File: src/rtl/ysyx_22050019_lsu.sv
// ysyx_22050019_lsu: MEM-stage load/store unit with a valid/ready request bus and a single-beat response.
// Optional macro YSYX_22050019_LSU_MISALIGN_CHECK_EN traps misaligned accesses instead of issuing them.
module ysyx_22050019_lsu (
  input  logic        clk,
  input  logic        rst_n,
  input  logic [63:0] pc_i,
  input  logic [31:0] inst_i,
  input  logic        commite_i,
  input  logic        reg_we_i,
  input  logic [4:0]  reg_waddr_i,
  input  logic [63:0] alu_result_i,
  input  logic        mem_ren_i,
  input  logic        mem_wen_i,
  input  logic [1:0]  mem_size_i,
  input  logic        mem_unsigned_i,
  input  logic [63:0] store_data_i,
  output logic        req_valid_o,
  input  logic        req_ready_i,
  output logic [63:0] req_addr_o,
  output logic        req_wen_o,
  output logic [63:0] req_wdata_o,
  output logic [7:0]  req_wstrb_o,
  input  logic        resp_valid_i,
  input  logic [63:0] resp_rdata_i,
  output logic [63:0] pc_o,
  output logic [31:0] inst_o,
  output logic        commite_o,
  output logic        reg_we_wbu_o,
  output logic [4:0]  reg_waddr_wbu_o,
  output logic [63:0] reg_wdata_wbu_o,
  output logic        mem_stall_o,
  output logic        misalign_o
);

  typedef enum logic [1:0] {IDLE, REQ, WAIT, DONE} state_t;

  state_t      state;
  logic [63:0] rdata;
  logic        req_valid;
  logic        mem_op;
  logic        skip;
  logic        start;
  logic [2:0]  offset;
  logic [7:0]  size_mask;
  logic [63:0] shifted;
  logic [63:0] load_data;

  assign mem_op = mem_ren_i | mem_wen_i;
  assign offset = alu_result_i[2:0];

`ifdef YSYX_22050019_LSU_MISALIGN_CHECK_EN
  logic misaligned;

  always_comb begin
    case (mem_size_i)
      2'd0:    misaligned = 1'b0;
      2'd1:    misaligned = offset[0];
      2'd2:    misaligned = |offset[1:0];
      default: misaligned = |offset;
    endcase
  end

  assign skip = mem_op & misaligned;
`else
  assign skip = 1'b0;
`endif

  assign start = (state == IDLE) & mem_op & ~skip;

  // Request fields come straight from the held upstream inputs; only state, valid and rdata are stored.
  always_ff @(posedge clk or negedge rst_n) begin
    if (!rst_n) begin
      state     <= IDLE;
      rdata     <= 64'd0;
      req_valid <= 1'b0;
    end else begin
      case (state)
        IDLE: begin
          if (start) begin
            state     <= REQ;
            req_valid <= 1'b1;
          end
        end
        REQ: begin
          if (req_ready_i) begin
            state     <= WAIT;
            req_valid <= 1'b0;
          end
        end
        WAIT: begin
          if (resp_valid_i) begin
            rdata <= resp_rdata_i;
            state <= DONE;
          end
        end
        default: begin
          state     <= IDLE;
          req_valid <= 1'b0;
        end
      endcase
    end
  end

  always_comb begin
    case (mem_size_i)
      2'd0:    size_mask = 8'h01;
      2'd1:    size_mask = 8'h03;
      2'd2:    size_mask = 8'h0F;
      default: size_mask = 8'hFF;
    endcase
  end

  assign req_valid_o = req_valid;
  assign req_addr_o  = {alu_result_i[63:3], 3'b000};
  assign req_wen_o   = mem_wen_i;
  assign req_wstrb_o = size_mask << offset;
  assign req_wdata_o = store_data_i << {offset, 3'b000};

  assign shifted = rdata >> {offset, 3'b000};

  always_comb begin
    case (mem_size_i)
      2'd0:    load_data = mem_unsigned_i ? {56'd0, shifted[7:0]}  : {{56{shifted[7]}}, shifted[7:0]};
      2'd1:    load_data = mem_unsigned_i ? {48'd0, shifted[15:0]} : {{48{shifted[15]}}, shifted[15:0]};
      2'd2:    load_data = mem_unsigned_i ? {32'd0, shifted[31:0]} : {{32{shifted[31]}}, shifted[31:0]};
      default: load_data = shifted;
    endcase
  end

  // Stall drops in DONE so the finished instruction commits exactly once.
  assign mem_stall_o = start | (state == REQ) | (state == WAIT);
  assign misalign_o  = rst_n & (state == IDLE) & skip;
  assign commite_o   = rst_n & commite_i & ~mem_stall_o;

  assign pc_o            = pc_i;
  assign inst_o          = inst_i;
  assign reg_waddr_wbu_o = reg_waddr_i;
  assign reg_we_wbu_o    = reg_we_i & ~misalign_o;

  always_comb begin
    reg_wdata_wbu_o = alu_result_i;
    if (state == DONE) begin
      reg_wdata_wbu_o = mem_wen_i ? 64'd0 : load_data;
    end
  end

endmodule

File: config.mk
export PLATFORM = sky130hd
export DESIGN_NAME = ysyx_22050019_lsu
export DESIGN_NICKNAME = d
export VERILOG_FILES = /design/src/rtl/ysyx_22050019_lsu.sv
export SDC_FILE = /design/constraint.sdc
export NUM_CORES = 1
export LEC_CHECK = 0
export CORE_AREA = 2 2 240 242
export CTS_CLUSTER_DIAMETER = 40
export DETAILED_ROUTE_END_ITERATION = 16
export DIE_AREA = 0 0 242 244
export PLACE_DENSITY = 0.39
export SYNTH_ARGS = -nofsm -noshare
export SYNTH_HDL_FRONTEND = slang
export SYNTH_SLANG_ARGS = --single-unit
File: constraint.sdc
create_clock -name clk -period 5.8 [get_ports clk]
set_input_delay 1.16 -clock clk [delete_from_list [all_inputs] [get_ports clk]]
set_output_delay 1.16 -clock clk [all_outputs]
set_load 0.05 [all_outputs]
==> metrics.csv, run 1 <==
metric,value,unit
path_class,input port to output pin,
port_buffers,402,
grt_usage,0.1655,
syn_to_final_growth,46.96,%
clock_path_buffers,2,
r2r_start,state[0],
die_w,242,um
finalPower,4.455,mW
grt_pass1_wl,69.50,mm
die_area,0.05905,mm^2
hold_path_class,flip-flop to flip-flop,
drc_errors,0,
critPathCaptureType,output pin,
ctsHoldBuffers,0,
numCtsBuffers,9,
avgSynthCellArea,8.805,um^2
setup_tns,0,ns
cts.sinks,67,
io_pins,611,
finClkSkew,0.006573,ns
worst_pin_slew,1.080,ns
critPathCapture,reg_wdata_wbu_o[1],
ys_warn_count,0,
relSlewSlack,0.2760,
ir_drop,0.1701,mV
dp_hpwl,42.44,mm
grt_max_degree,63,
fin_crit,5.370,ns
clockRootBuffer,clkbuf_16,
place_ws,0.4252,ns
syn_inst,936,
fmax,0.1862,GHz
vias_per_cell,4.295,
antenna_found_initial,6,
power_density,367.8,mW/mm^2
startpoint_type,input port,
slew_violations,0,
drt-total-wl,51.00,mm
finalCoreUtilization,0.2156,
multi_input_area,0.004888,mm^2
post_cts_buffers,0,
hold_violations,0,
n_antenna_cell,0,
core_area,0.05617,mm^2
cp_data_required_time,4.64,ns
rrSetupSlack,3.27,ns
yosysUniqueCellTypes,46,
num_vias,8173,
detail-route-antenna-nets,0,
placed_cell_area,0.01178,mm^2
final_nets,1450,
status,finished clean,
rsz0062_at_grt,false,
crit_arrival,4.21,ns
drt_first_pass_iters,5,
overflow,0,
synth_area,0.008242,mm^2
ys_seq_area_frac,0.2034,
async_reset_ff_frac,1.000,
register_area,0.001677,mm^2
clk_pin_slew,0.06,ns
r2r_cells,5,
maxCapViolCount,0,
place.gp.congestion,0.8399,
critPathLaunch,alu_result_i[0],
reg2reg_to,rdata[54],
synth-seq-cells,67,
final_cell_mix,"clkdlybuf4s50_1 (311), buf_4 (113), mux2_2 (98)",
leakage,4.709,nW
ys.flop_type,dfrtp_1,
cts_resized,0,
timing.final.ws_setup,0.4304,ns
final_layout_size_suffix_gt1_frac,0.2546,
layout_commonest_cell,clkdlybuf4s50_1,
n_fill_cell,6218,
timing.final.crit_share,0.9258,
core.rowCount,87,
grt_pass1_vias,8528,
finalSetupViolations,0,
clk_latency,0.34,ns
start_util,0.1467,
wl_per_cell,26.80,um
crit_fanout,46,
final_area,0.01211,mm^2
synth-edff-count,0,
die_h,244,um
drt-initial-drc-count,417,
cts_tree,yes,
cts_max_level,3,
## sequential cells by signal, indices dropped and copies added (netlist names)
register / count
state: 2
rdata: 64
req_valid_o: 1
## worst min path at each step
stage	start	end	slack, ns	cells after the start
2_1_floorplan	rdata[0]	rdata[0]	0.47	1
3_3_place_gp	rdata[4]	rdata[4]	0.49	1
3_5_place_dp	rdata[2]	rdata[2]	0.49	1
4_1_cts	rdata[2]	rdata[2]	0.51	1
5_1_grt	rdata[2]	rdata[2]	0.52	1
6_report	rdata[4]	rdata[4]	0.52	1
## synth_stat cells (2+ instances only)
cell type  count  area, um^2
buf_4        172        1291
mux2_2        98        1104
nor2_1        87       326.6
a21oi_1       75       375.4
dfrtp_1       67        1677
mux2i_1       57       570.6
nand2_1       52       195.2
clkbuf_1      47       176.4
o21ai_0       42       210.2
mux4_2        37       833.3
a22oi_1       23       172.7
o2bb2ai_1     22       192.7
o22ai_1       21       131.4
inv_1         20       75.07
and2_1        19       118.9
buf_2         14       70.07
o31ai_1        9       67.56
o32ai_1        9       78.83
a32o_1         8       80.08
o221ai_1       7       61.31
buf_1          6       22.52
buf_6          5       56.30
ha_1           4       50.05
nand3_1        4       20.02
nor2b_1        4       25.02
a211oi_1       2       15.01
a32oi_1        2       17.52
and3_1         2       12.51
clkinv_1       2       7.510
nor3_1         2       10.01
or2_2          2       12.51
## logic make-up after synthesis
group	synth area share
other	0.0004550
DFF	0.2034
and+or+nand+nor	0.09078
adders and majority gates	0.006073
buffers and inverters	0.2066
AOI/OAI and AO/OA	0.1866
muxes	0.3061
## per-stage QoR
stage	instances	hold WS (ns)
floorplan	939	0.4747
global placement	1887	0.4925
detailed placement	1887	0.4910
CTS	1903	0.5118
global route	1903	0.5238
finish	1903	0.5189
## routing by layer
layer | part of all wire | vias up | GRT usage
met4 | 0.027 | 0 | 0.04956
met5 | 0 | - | 0
li1 | - | 3652 | -
met2 | 0.52 | 359 | 0.3006
met3 | 0.043 | 102 | 0.02129
met1 | 0.41 | 4060 | 0.2029
## area by class of cell
class | instances | area share
multi-input cells | 605 | 0.4036
repair buffers | 436 | 0.3449
flip-flops and latches | 67 | 0.1384
well taps | 756 | 0.07810
clock buffers | 11 | 0.02087
inverters | 23 | 0.007128
clock inverters | 5 | 0.006921
## power by group
group          total (mW)  leakage (nW)  switching, mW  internal [mW]
registers            1.07         0.792          0.357          0.710
logic                2.77          3.76           1.68           1.09
clock network       0.620         0.158          0.218          0.401
## critical path, cell delays in order
cell and delay (ns):
buf_6 0.41, buf_4 0.36, mux2i_1 0.25, a21oi_1 0.63
mux2i_1 0.15, o22ai_1 0.31, clkdlybuf4s50_1 0.88
Power figures use the tool's default switching activity.
==> run 2: changes to the inputs <==
Settings changed: CORE_AREA 2 2 240 242 to 2 2 239 241, DIE_AREA 0 0 242 244 to 0 0 241 243, PLACE_DENSITY 0.39 to 0.41.
Clock period 5.8 ns to 4.41 ns, I/O delays scaled along.
==> metrics.csv, run 2 (synthesized netlist as in run 1, its figures left out) <==
metric,value,unit
drt_first_pass_iters,5,
numCtsBuffers,9,
die_w,241,um
layout_commonest_cell,clkdlybuf4s50_1,
cts_max_level,3,
p_sw,2.968,mW
grt_max_degree,53,
final_cell_mix,"clkdlybuf4s50_1 (274), mux2_2 (98), buf_4 (96)",
largest_reg_flops,64,
clk_latency,0.33,ns
hold_path_class,flip-flop to flip-flop,
die_h,243,um
slew_violations,0,
power_frac_clock,0.125,
maxCapViolCount,0,
cp_data_required_time,3.53,ns
core_area,0.05595,mm^2
syn_to_final_growth,58.46,%
instances_no_fill,1925,
clockRootBuffer,clkbuf_16,
seqPwrFrac,0.229,
status,finished clean,
finClkSkew,0.01220,ns
startpoint_type,input port,
cts_resized,0,
clock_path_buffers,2,
n_fill_cell,6087,
finalCoreUtilization,0.2334,
drt-total-wl,49.66,mm
finalPower,6.089,mW
numPlacedInstances,1905,
overflow,0,
ir_drop,0.2457,mV
start_util,0.1473,
cts_tree,yes,
rsz0062_at_grt,false,
fmax,0.2499,GHz
port_buffers,402,
power.internal,3.121,mW
grt_usage,0.1630,
drc_errors,0,
num_vias,8298,
grt_pass1_wl,66.87,mm
place_ws,0.4403,ns
crit_fanout,33,
r2r_cells,5,
cts.sinks,67,
timing.final.ws_setup,0.4088,ns
switching_share,0.4874,
vias_per_cell,4.311,
core.rowCount,87,
leakage,5.138,nW
crit_arrival,3.12,ns
final_area,0.01306,mm^2
drt-initial-drc-count,557,
dp_hpwl,42.14,mm
relSlewSlack,0.4085,
detail-route-antenna-nets,0,
finalSetupViolations,0,
hold_ws,0.5062,ns
ctsHoldBuffers,0,
post_cts_buffers,0,
placed_cell_area,0.01273,mm^2
clk_pin_slew,0.06,ns
hold_violations,0,
fin_crit,4.001,ns
worst_pin_slew,0.8780,ns
timing.final.crit_share,0.9073,
wl_per_cell,25.80,um
io_pins,611,
whs_path_depth,1,
power_density,466.2,mW/mm^2
path_class,input port to output pin,
final_layout_size_suffix_gt1_frac,0.2987,
final_nets,1468,
top_register,rdata,
combPwrFrac,0.646,
setup_tns,0,ns
die_area,0.05856,mm^2
place.gp.congestion,0.8380,
critPathCaptureType,output pin,
antenna_found_initial,7,
grt_pass1_vias,8444,
-- run 2: cell types whose count changed in the layout (fill, tap and decap cells not counted) --
cell             before  now
buf_12               10   82
buf_4               113   96
bufinv_16             2    1
clkbuf_8              2    4
clkdlybuf4s50_1     311  274
clkinv_2              0    1
clkinv_4              0    1
clkinvlp_4            2    0
diode_2               0    4
inv_6                 1    0
o32ai_1               9    8
o32ai_2               0    1
-- run 2: area by class of cell --
| cell class | instances | area, um^2 | share of cell area |
|---|---|---|---|
| repair buffers | 454 | 5121 | 0.3921 |
| multi-input cells | 605 | 4896 | 0.3749 |
| flip-flops and latches | 67 | 1677 | 0.1284 |
| well taps | 756 | 945.9 | 0.07243 |
| clock buffers | 13 | 280.3 | 0.02146 |
| inverters | 23 | 86.33 | 0.006610 |
| clock inverters | 3 | 43.79 | 0.003353 |
| diodes | 4 | 10.01 | 0.0007664 |
-- run 2: worst paths after layout --
path	slack (ns)	endpoint	start
max	0.41	reg_wdata_wbu_o[32]	alu_result_i[0]
min	0.51	rdata[4]	rdata[4]
max reg2reg	2.10	rdata[11]	state[0]
min in group asynchronous	0.77	rdata[14]	rst_n
max in group asynchronous	2.82	rdata[9]	rst_n
min reg2reg	0.51	rdata[4]	rdata[4]
-- run 2: routing by layer --
| layer | routed length, um | share of wire | track usage |
|---|---|---|---|
| met5 | 58 | 0.0012 | 0.005892 |
| met1 | 20130 | 0.41 | 0.1995 |
| met3 | 2952 | 0.059 | 0.02968 |
| met2 | 24430 | 0.49 | 0.2770 |
| met4 | 2087 | 0.042 | 0.06935 |
-- run 2: power groups by stage --
| stage | clock, mW | sequential (mW) | combinational [mW] |
|---|---|---|---|
| 6_report | 0.761 | 1.40 | 3.93 |
| 5_1_grt | 0.810 | 1.44 | 4.11 |
| 2_1_floorplan | 0 | 1.15 | 2.64 |
| 4_1_cts | 0.782 | 1.38 | 3.95 |
| 3_3_place_gp | 0 | 1.39 | 3.93 |
| 3_5_place_dp | 0 | 1.40 | 3.94 |
-- run 2: critical path: stages --
cell and delay [ns]:
buf_6 0.31, buf_4 0.38, mux2_2 0.40, nor2_1 0.09, a21oi_1 0.09, a21oi_1 0.59
o31ai_1 0.12, buf_4 0.23
